===== src/rtl/mips_defs_pkg.sv =====
// Shared MIPS-subset definitions: field positions, opcode/funct/ALU encodings
// and the ID/EX payload layout.
package mips_defs;

  localparam int unsigned WORD_LENGTH = 32;
  localparam int unsigned REG_COUNT   = 32;
  localparam int unsigned REG_AW      = 5;
  localparam int unsigned ALU_W       = 4;

  localparam int unsigned OP_MSB  = 31;
  localparam int unsigned OP_LSB  = 26;
  localparam int unsigned RS_MSB  = 25;
  localparam int unsigned RS_LSB  = 21;
  localparam int unsigned RT_MSB  = 20;
  localparam int unsigned RT_LSB  = 16;
  localparam int unsigned RD_MSB  = 15;
  localparam int unsigned RD_LSB  = 11;
  localparam int unsigned FN_MSB  = 5;
  localparam int unsigned FN_LSB  = 0;
  localparam int unsigned IMM_MSB = 15;
  localparam int unsigned IMM_LSB = 0;

  localparam logic [5:0] OP_RTYPE = 6'h00;
  localparam logic [5:0] OP_ADDI  = 6'h08;
  localparam logic [5:0] OP_LW    = 6'h23;
  localparam logic [5:0] OP_SW    = 6'h2B;
  localparam logic [5:0] OP_BEQ   = 6'h04;
  localparam logic [5:0] OP_BNE   = 6'h05;

  localparam logic [5:0] FN_ADD = 6'h20;
  localparam logic [5:0] FN_SUB = 6'h22;
  localparam logic [5:0] FN_AND = 6'h24;
  localparam logic [5:0] FN_OR  = 6'h25;
  localparam logic [5:0] FN_SLT = 6'h2A;

  localparam logic [ALU_W-1:0] ALU_ADD = 4'd0;
  localparam logic [ALU_W-1:0] ALU_SUB = 4'd1;
  localparam logic [ALU_W-1:0] ALU_AND = 4'd2;
  localparam logic [ALU_W-1:0] ALU_OR  = 4'd3;
  localparam logic [ALU_W-1:0] ALU_SLT = 4'd4;

  localparam logic [WORD_LENGTH-1:0] NOP_INSTR = 32'h0000_0000;

  typedef struct packed {
    logic [WORD_LENGTH-1:0] pc;
    logic [WORD_LENGTH-1:0] val1;
    logic [WORD_LENGTH-1:0] val2;
    logic [WORD_LENGTH-1:0] imm_ext;
    logic [REG_AW-1:0]      dest;
    logic [ALU_W-1:0]       alu_cmd;
    logic                   imm_sel;
    logic                   mem_read;
    logic                   mem_write;
    logic                   wb_en;
  } idex_t;

  localparam idex_t IDEX_BUBBLE = '0;

endpackage


===== src/rtl/register_file.sv =====
// 32x32 register file: two combinational read ports with write-through bypass,
// one write port, r0 hardwired to zero.
module register_file
  import mips_defs::*;
(
  input  logic                   clk,
  input  logic                   rst_n,
  input  logic [REG_AW-1:0]      ra1_i,
  input  logic [REG_AW-1:0]      ra2_i,
  output logic [WORD_LENGTH-1:0] rd1_o,
  output logic [WORD_LENGTH-1:0] rd2_o,
  input  logic                   we_i,
  input  logic [REG_AW-1:0]      wa_i,
  input  logic [WORD_LENGTH-1:0] wd_i
);

  logic [WORD_LENGTH-1:0] regs_q [REG_COUNT];

  always_ff @(posedge clk or negedge rst_n) begin
    if (!rst_n) begin
      for (int i = 0; i < int'(REG_COUNT); i++) regs_q[i] <= '0;
    end else if (we_i && (wa_i != '0)) begin
      regs_q[wa_i] <= wd_i;
    end
  end

  // Same-cycle writeback is visible to the reader (write-through).
  always_comb begin
    rd1_o = '0;
    rd2_o = '0;
    if (ra1_i != '0) rd1_o = (we_i && (wa_i == ra1_i)) ? wd_i : regs_q[ra1_i];
    if (ra2_i != '0) rd2_o = (we_i && (wa_i == ra2_i)) ? wd_i : regs_q[ra2_i];
  end

endmodule


===== src/rtl/id_stage.sv =====
// Instruction-decode stage: IF/ID register, register file, control decode,
// hazard detection, branch resolution and the ID/EX register.
module id_stage
  import mips_defs::*;
(
  input  logic                   clk,
  input  logic                   reset,
  input  logic [WORD_LENGTH-1:0] ifPC,
  input  logic [WORD_LENGTH-1:0] ifInstruction,
  input  logic                   wbEn,
  input  logic [REG_AW-1:0]      wbDest,
  input  logic [WORD_LENGTH-1:0] wbValue,
  input  logic                   exWbEn,
  input  logic                   exMemRead,
  input  logic [REG_AW-1:0]      exDest,
  input  logic                   memWbEn,
  input  logic                   memMemRead,
  input  logic [REG_AW-1:0]      memDest,
  output logic                   brTaken,
  output logic [WORD_LENGTH-1:0] brOffset,
  output logic                   Haz_Det,
  output logic [WORD_LENGTH-1:0] idPC,
  output logic [WORD_LENGTH-1:0] val1,
  output logic [WORD_LENGTH-1:0] val2,
  output logic [WORD_LENGTH-1:0] immExt,
  output logic [REG_AW-1:0]      dest,
  output logic [ALU_W-1:0]       aluCmd,
  output logic                   immSel,
  output logic                   memRead,
  output logic                   memWrite,
  output logic                   wbEnOut
);

  logic [WORD_LENGTH-1:0] ifid_pc_q, ifid_pc_d, ifid_instr_q, ifid_instr_d;
  logic                   ifid_valid_q, ifid_valid_d;
  idex_t                  idex_q, idex_d;

  logic [5:0]             op, funct;
  logic [REG_AW-1:0]      rs, rt, rd;
  logic [WORD_LENGTH-1:0] imm_ext, rs_val, rt_val;

  logic [ALU_W-1:0]  ctl_alu;
  logic [REG_AW-1:0] ctl_dest;
  logic ctl_imm, ctl_mr, ctl_mw, ctl_wb, known, use_rs, use_rt, is_beq, is_bne;
  logic rs_hit_ex, rt_hit_ex, rs_hit_mem, rt_hit_mem;
  logic load_use_c, br_stall_c, haz_c, br_taken_c, unused_c;

  assign op      = ifid_instr_q[OP_MSB:OP_LSB];
  assign rs      = ifid_instr_q[RS_MSB:RS_LSB];
  assign rt      = ifid_instr_q[RT_MSB:RT_LSB];
  assign rd      = ifid_instr_q[RD_MSB:RD_LSB];
  assign funct   = ifid_instr_q[FN_MSB:FN_LSB];
  assign imm_ext = {{16{ifid_instr_q[IMM_MSB]}}, ifid_instr_q[IMM_MSB:IMM_LSB]};
  assign unused_c = ^{memWbEn, ifid_instr_q[10:6]};

  register_file u_rf (
    .clk   (clk),
    .rst_n (reset),
    .ra1_i (rs),
    .ra2_i (rt),
    .rd1_o (rs_val),
    .rd2_o (rt_val),
    .we_i  (wbEn),
    .wa_i  (wbDest),
    .wd_i  (wbValue)
  );

  // Control decode; anything unrecognised stays a bubble with no sources.
  always_comb begin
    ctl_alu  = ALU_ADD;
    ctl_dest = '0;
    ctl_imm  = 1'b0;
    ctl_mr   = 1'b0;
    ctl_mw   = 1'b0;
    ctl_wb   = 1'b0;
    known    = 1'b0;
    use_rs   = 1'b0;
    use_rt   = 1'b0;
    is_beq   = 1'b0;
    is_bne   = 1'b0;
    case (op)
      OP_RTYPE: begin
        known = 1'b1;
        case (funct)
          FN_ADD:  ctl_alu = ALU_ADD;
          FN_SUB:  ctl_alu = ALU_SUB;
          FN_AND:  ctl_alu = ALU_AND;
          FN_OR:   ctl_alu = ALU_OR;
          FN_SLT:  ctl_alu = ALU_SLT;
          default: known = 1'b0;
        endcase
        ctl_wb   = known;
        ctl_dest = rd;
        use_rs   = known;
        use_rt   = known;
      end
      OP_ADDI: begin
        known = 1'b1; ctl_imm = 1'b1; ctl_wb = 1'b1; ctl_dest = rt; use_rs = 1'b1;
      end
      OP_LW: begin
        known = 1'b1; ctl_imm = 1'b1; ctl_mr = 1'b1; ctl_wb = 1'b1; ctl_dest = rt;
        use_rs = 1'b1;
      end
      OP_SW: begin
        known = 1'b1; ctl_imm = 1'b1; ctl_mw = 1'b1; use_rs = 1'b1; use_rt = 1'b1;
      end
      OP_BEQ: begin
        known = 1'b1; is_beq = 1'b1; use_rs = 1'b1; use_rt = 1'b1;
      end
      OP_BNE: begin
        known = 1'b1; is_bne = 1'b1; use_rs = 1'b1; use_rt = 1'b1;
      end
      default: ;
    endcase
  end

  // Hazards: r0 sources never match; branch also waits on EX writers and MEM loads.
  assign rs_hit_ex  = use_rs && (rs != '0) && (rs == exDest);
  assign rt_hit_ex  = use_rt && (rt != '0) && (rt == exDest);
  assign rs_hit_mem = use_rs && (rs != '0) && (rs == memDest);
  assign rt_hit_mem = use_rt && (rt != '0) && (rt == memDest);
  assign load_use_c = exMemRead && (rs_hit_ex || rt_hit_ex);
  assign br_stall_c = (is_beq || is_bne) &&
                      ((exWbEn && (rs_hit_ex || rt_hit_ex)) ||
                       (memMemRead && (rs_hit_mem || rt_hit_mem)));
  assign haz_c      = ifid_valid_q && (load_use_c || br_stall_c);
  assign br_taken_c = ifid_valid_q && !haz_c &&
                      ((is_beq && (rs_val == rt_val)) || (is_bne && (rs_val != rt_val)));

  assign Haz_Det  = haz_c;
  assign brTaken  = br_taken_c;
  assign brOffset = imm_ext;

  // IF/ID: hold on stall, squash the wrong-path fetch on a taken branch.
  always_comb begin
    ifid_pc_d    = ifid_pc_q;
    ifid_instr_d = ifid_instr_q;
    ifid_valid_d = ifid_valid_q;
    if (!haz_c) begin
      if (br_taken_c) begin
        ifid_pc_d    = '0;
        ifid_instr_d = NOP_INSTR;
        ifid_valid_d = 1'b0;
      end else begin
        ifid_pc_d    = ifPC;
        ifid_instr_d = ifInstruction;
        ifid_valid_d = 1'b1;
      end
    end
  end

  // ID/EX: stalls, branches and undecodable words all enter as an all-zero bubble.
  always_comb begin
    idex_d = IDEX_BUBBLE;
    if (ifid_valid_q && known && !haz_c && !is_beq && !is_bne) begin
      idex_d.pc        = ifid_pc_q;
      idex_d.val1      = rs_val;
      idex_d.val2      = rt_val;
      idex_d.imm_ext   = imm_ext;
      idex_d.dest      = ctl_dest;
      idex_d.alu_cmd   = ctl_alu;
      idex_d.imm_sel   = ctl_imm;
      idex_d.mem_read  = ctl_mr;
      idex_d.mem_write = ctl_mw;
      idex_d.wb_en     = ctl_wb;
    end
  end

  always_ff @(posedge clk or negedge reset) begin
    if (!reset) begin
      ifid_pc_q    <= '0;
      ifid_instr_q <= NOP_INSTR;
      ifid_valid_q <= 1'b0;
      idex_q       <= IDEX_BUBBLE;
    end else begin
      ifid_pc_q    <= ifid_pc_d;
      ifid_instr_q <= ifid_instr_d;
      ifid_valid_q <= ifid_valid_d;
      idex_q       <= idex_d;
    end
  end

  assign idPC     = idex_q.pc;
  assign val1     = idex_q.val1;
  assign val2     = idex_q.val2;
  assign immExt   = idex_q.imm_ext;
  assign dest     = idex_q.dest;
  assign aluCmd   = idex_q.alu_cmd;
  assign immSel   = idex_q.imm_sel;
  assign memRead  = idex_q.mem_read;
  assign memWrite = idex_q.mem_write;
  assign wbEnOut  = idex_q.wb_en;

endmodule


===== config.mk =====
export PLATFORM = sky130hd
export DESIGN_NAME = id_stage
export DESIGN_NICKNAME = d
export VERILOG_FILES = /design/src/rtl/mips_defs_pkg.sv /design/src/rtl/register_file.sv /design/src/rtl/id_stage.sv
export SDC_FILE = /design/constraint.sdc
export NUM_CORES = 2
export LEC_CHECK = 0
export CORE_MARGIN = 2
export CORE_UTILIZATION = 55
export CTS_BUF_LIST = sky130_fd_sc_hd__clkbuf_4 sky130_fd_sc_hd__clkbuf_8 sky130_fd_sc_hd__clkbuf_16
export CTS_CLUSTER_DIAMETER = 80
export DETAILED_ROUTE_END_ITERATION = 16
export DONT_BUFFER_PORTS = 1
export GPL_ROUTABILITY_DRIVEN = 1
export HOLD_SLACK_MARGIN = 0.05
export PLACE_DENSITY_LB_ADDON = 0.1
export SLEW_MARGIN = 20
export SYNTH_ARGS = -nofsm -noshare
export SYNTH_HDL_FRONTEND = slang
export SYNTH_SLANG_ARGS = --single-unit

===== constraint.sdc =====
create_clock -name clk -period 5.1 [get_ports clk]
set_input_delay 1.02 -clock clk [delete_from_list [all_inputs] [get_ports clk]]
set_output_delay 1.02 -clock clk [all_outputs]
set_load 0.03 [all_outputs]

Yosys cells after proc, flatten, opt, wreduce, memory -nomap -nowiden
Index checks and enable logic that the tools add are counted.

storage, ports and cells
  flip-flop bits (word level) = 1230
  word-level logic and storage cells = 140
  output and inout port bits = 175

cells by class
  mux-type cells = 29
  bitwise logic cells = 3
  reductions and logical operators = 41
  equal/unequal tests = 18
  order comparisons = 4

operator list
  kind                number
  $bwmux 1024         1
  $mux 32             11
  $bmux 32 s5         2
  $demux 32 s5        1
  $mux 141            1
  $eq 6x6->1 const B  7
  $eq 32x32->1        1
  $ne 32x32->1        1
  $eq 5x5->1          6
  $logic_and 1x1->1   23
  $ge 6x6->1 const B  3
  $not 5->6           3
  $reduce_bool 5->1   3
  $eq 6x3->1 const B  2
  $pmux 3 s4          1
  $pmux 5 s2          1
  $reduce_or 5->1     2
  $mux 1              7
  $eq 6x4->1 const B  1
  $logic_not 6->1     1
  $logic_or 1x1->1    6
  $lt 6x1->1 const B  1
  $pmux 1 s2          3
  $reduce_or 3->1     2
  3 further kinds     5

Longest topological paths before layout
  depth in word-level cells = 17
  depth in mapped cells = 20
  gate-level depth less buffers = 12

Modules after synthesis
A second synthesis with hierarchy kept.

unflattened totals
  cell total of the unflattened synthesis = 4470
  area, all modules = 62850.3 um^2

by module, submodules not included
  module         area each (um^2)  cells each  times used
  register_file  55137.9           3878        1
  id_stage       7712.4            592         1

Worst setup path before layout
OpenSTA, ideal clock, no wires.

  kind = input port to output port
  start = input port wbDest[4]
  end = output port brTaken
  path slack = -2 ps
  stages on the path = 14
  arrival = 4082 ps
  path through = clkbuf_1 o211ai_1 or3_1 buf_4 nand2_1 buf_2 o41ai_1 xor2_1 nor4_1 nand4_1 nor4_4 mux2_4 inv_6 buf_6

on the way
  word-level cells in the longest chain between the ends = 8

ends and longest elaborated chain
  what                                                 RTL line                                  RTL
  start: declaration                                   id_stage.sv:11                            input logic [REG_AW-1:0] wbDest,
  $eq 5x5->1 (on tied branches)                        register_file.sv:31, register_file.sv:32
  $logic_and 1x1->1 (on tied branches)                 register_file.sv:31, register_file.sv:32
  $mux 32 (on tied branches) (2 in series)             register_file.sv:31, register_file.sv:32
  $eq 32x32->1 / $ne 32x32->1 (equally long branches)  id_stage.sv:128                           ((is_beq && (rs_val == rt_val)) || (is_bne && (rs_val != rt_val)));
  $logic_and 1x1->1                                    id_stage.sv:128
  $logic_or 1x1->1 *                                   id_stage.sv:128
  $logic_and 1x1->1 *                                  id_stage.sv:127                           assign br_taken_c = ifid_valid_q && !haz_c &&
  end: declaration                                     id_stage.sv:19                            output logic brTaken,

Mark *: on every way between the ends. The rest lies on a longest branch, timed or not.

Worst setup path in the final report
  start = register ifid_instr_q[22]
  end = output port brTaken

on the way
  word-level cells in the longest chain between the ends = 12

ends and longest elaborated chain
  what                                                                  RTL line         RTL
  start: declaration                                                    id_stage.sv:34   logic [WORD_LENGTH-1:0] ifid_pc_q, ifid_pc_d, ifid_instr_q, ifid_instr_d;
  start signal: assignment                                              id_stage.sv:177  ifid_instr_q <= ifid_instr_d;
  parallel branches: the longest is 11 deep, another holds $bmux 32 s5  -
  $logic_and 1x1->1 *                                                   id_stage.sv:127

Mark *: on every way between the ends. The select of a mux whose other input is x is not followed.

==> run metrics <==
YS warnings=0; top-area cell type share of the netlist area=0.473; Avg WL per Cell=33.8 microns; Die ar.=119000 sq um; DP HPWL=137000 microns; core area=116000 sq um; Crit path required time=4.08 ns; pre-CTS setup slack=-0.743 ns; H-tree depth=4; critical path launch point=ifid_instr_q[22]$_DFFE_PN0N_; failing checks=negative setup slack; cts bufs inserted=138; placer's final routability congestion estimate=0.910; hold buffers post-CTS=0; clk sinks=1213; Commonest cells post-synth=dfrtp_1, mux2_2, mux2i_1; Layout area overhead=14.2%; pin count of the biggest net entering global routing=209; CP max FO=15; Die Ht=346 microns; post-synthesis adder-cell area fraction=0; Clock power frac=0.368; first-pass GRT wire length=313000 microns; top post-synthesis cells by area=dfrtp_1, mux2_2, mux4_2; most frequent cell after synthesis=dfrtp_1; largest family of logic cells by synthesized area=multiplexers; Initial Utilization=0.554; dominant cell type by area after synthesis=dfrtp_1; XOR/XNOR Fraction of Synth Area=0.00764; drt drc=0; nets@finish=4876; Initial DRC Count=5065; vias per inst=6.85; drt pass-1 iters=6; Crit Path Class=register to output pin; Syn Area/Cell=13.6 sq um; Cell Pwr Density=395 nW/um^2; Slew @ Worst Pin=1.19 ns; setup ws final=-0.761 ns; worst r2r src=ifid_instr_q[22]$_DFFE_PN0N_; sw frac=0.276; final cycle utilization of the critical path=1.15; final setup vio count=1; Seq pwr share=0.433; initial antenna violation count=6; clk_lat worst skew=0.76 ns; count of input and output buffers=0; Compound-Gate Fraction of Synth Area=0.0583; share of cells above drive strength 1=0.449; Int Pwr=0.0210 W; Yosys cell types=86; Synth Flop Type=dfrtp_1; Fmax=171 MHz; Pwr Total=0.0290 W; post-synthesis simple-gate area fraction=0.0571; sequential fraction of the synthesis area=0.473; Final Critical Period=5.86 ns; unrepaired setup endpoints after global routing=yes; post-synthesis register bit count=1213; Layout Utilization=0.632; asr flop ratio synth=1.00; CP Capture Type=output pin; final count of hold timing violations=0; synthesized cell area=64200 sq um; Switching Power=0.00801 W; Routed Antenna Nets=0; clk buf depth=3; relative slew slack=0.205; leakage power=32.5 nW; total number of vias=43800; Worst EP arrival=4.84 ns; syn nets=4832; placed inst area=67500 sq um; grt total ovfl=0; row count=125; # IOs=293; skew final=0.0329 ns; Worst setup SP type=register; Post-synth EDFFs=0; multiplexer share of the synthesized area=0.358; Max IR drop VDD=0.457 mV; worst hold slack=0.208 ns; die width=346 microns; Gate Count Post-Synth=4714; maxcap violations=0; Tot GR Track Use=0.360; clock transition at the registers of the reported paths=0.06 ns; Comb pwr share=0.199; Max Slew Vio Count=0; CTS tree=built; Root Driver=clkbuf_16; Finished Cell Area=73300 sq um; outcome=complete, but fails checks; vias in the first global route=43800; HP Class=input port to async pin; detailed-route wire length=216000 microns
logic make-up after synthesis:
group / count (synthesis)
multiplexers: 1745
other: 1
AND/OR/NAND/NOR: 639
buffers and inverters: 541
XOR/XNOR: 56
flip-flops: 1213
AO/OA/AOI/OAI: 519
power by group through the flow:
stage / clock network [W] / registers, W / logic (W)
6_report: 0.0107 / 0.0125 / 0.00577
5_1_grt: 0.0112 / 0.0127 / 0.00613
4_1_cts: 0.0108 / 0.0125 / 0.00564
3_5_place_dp: 0 / 0.0127 / 0.00555
3_3_place_gp: 0 / 0.0126 / 0.00524
2_1_floorplan: 0 / 0.0122 / 0.00414
final timing paths:
| path | end | slack, ns | cells after the start |
|---|---|---|---|
| min | u_rf.regs_q[93]$_DFFE_PN0P_ | 0.21 | 1 |
| max reg2reg | ifid_pc_q[3]$_DFFE_PN0N_ | 0.14 | 18 |
| min in group clk | u_rf.regs_q[1017]$_DFFE_PN0P_ | 0.39 | 0 |
| min reg2reg | u_rf.regs_q[1017]$_DFFE_PN0P_ | 0.39 | 0 |
| max in group asynchronous | u_rf.regs_q[41]$_DFFE_PN0P_ | 1.94 | 5 |
| max | brTaken | -0.76 | 15 |
cell type report:
type / instances / area, sq um
Timing Repair Buffer: 428 / 4560
Sequential cell: 1213 / 30400
Multi-Input combinational cell: 2960 / 31400
Antenna cell: 3 / 7.51
Tap cell: 1524 / 1910
Fill cell: 8801 / 42600
Clock inverter: 67 / 852
Clock buffer: 181 / 4050
Inverter: 17 / 70.1
cells in the final DEF, fill, tap and decap left out, types with 18 or more instances in the layout:
cell type,Yosys,routed
xnor2_1,32,29
xor2_1,24,22
nand2_1,144,127
a22o_1,31,31
nor3_1,20,18
buf_4,73,323
mux4_2,330,330
buf_12,14,69
a221oi_1,37,32
o21ai_0,85,84
a31oi_1,24,22
clkbuf_16,0,148
a22oi_1,109,108
nor2_4,0,19
o22ai_1,24,24
nand3_1,30,30
dfrtp_1,1213,1202
mux2_2,988,988
nor3_4,50,50
mux2i_1,417,416
a21oi_1,72,69
and2_1,90,89
clkinv_2,0,26
clkbuf_8,0,24
nor2_1,204,184
per-layer routing:
layer	track usage	share of wire	up-vias
met5	0	0	-
met4	0.152	0.048	0
met3	0.0822	0.096	545
met2	0.542	0.45	2301
met1	0.507	0.41	23200
li1	-	-	17700
registers in the layout (all words and copies together), names as in the netlist, 5 cells and up:
register,cells
dest,5
idPC,32
ifid_instr_q,32
ifid_pc_q,32
immExt,16
u_rf.regs_q,1024
val1,32
val2,32
critical path, stage by stage (launching register included):
cell and delay (ns):
dfrtp_4 0.60, buf_4 0.22, nor2b_2 0.18, buf_12 0.16, a22o_1 0.22, a221oi_1 0.34, o221ai_1 0.21, a31oi_1 0.42
xnor2_1 0.20, nor4_4 0.40, buf_4 0.18, nand3_1 0.11, nor4_4 0.16, buf_4 0.20, mux2_4 0.34, inv_6 0.10
repair_timing:
item | in CTS | in global routing
pin swaps | 3 | 14
resized for setup | 28 | 56
buffers inserted | 9 | 19
cloned | 3 | 3
endpoints found under the setup margin | 61 | 56
stage by stage:
stage,TNS [ns],instances
global placement,-37.44,6099
detailed placement,-35.72,6106
floorplan,0,4714
CTS,-0.745,6366
global route,-0.818,6390
finish,-0.761,6393
Power figures use the tool's default switching activity.
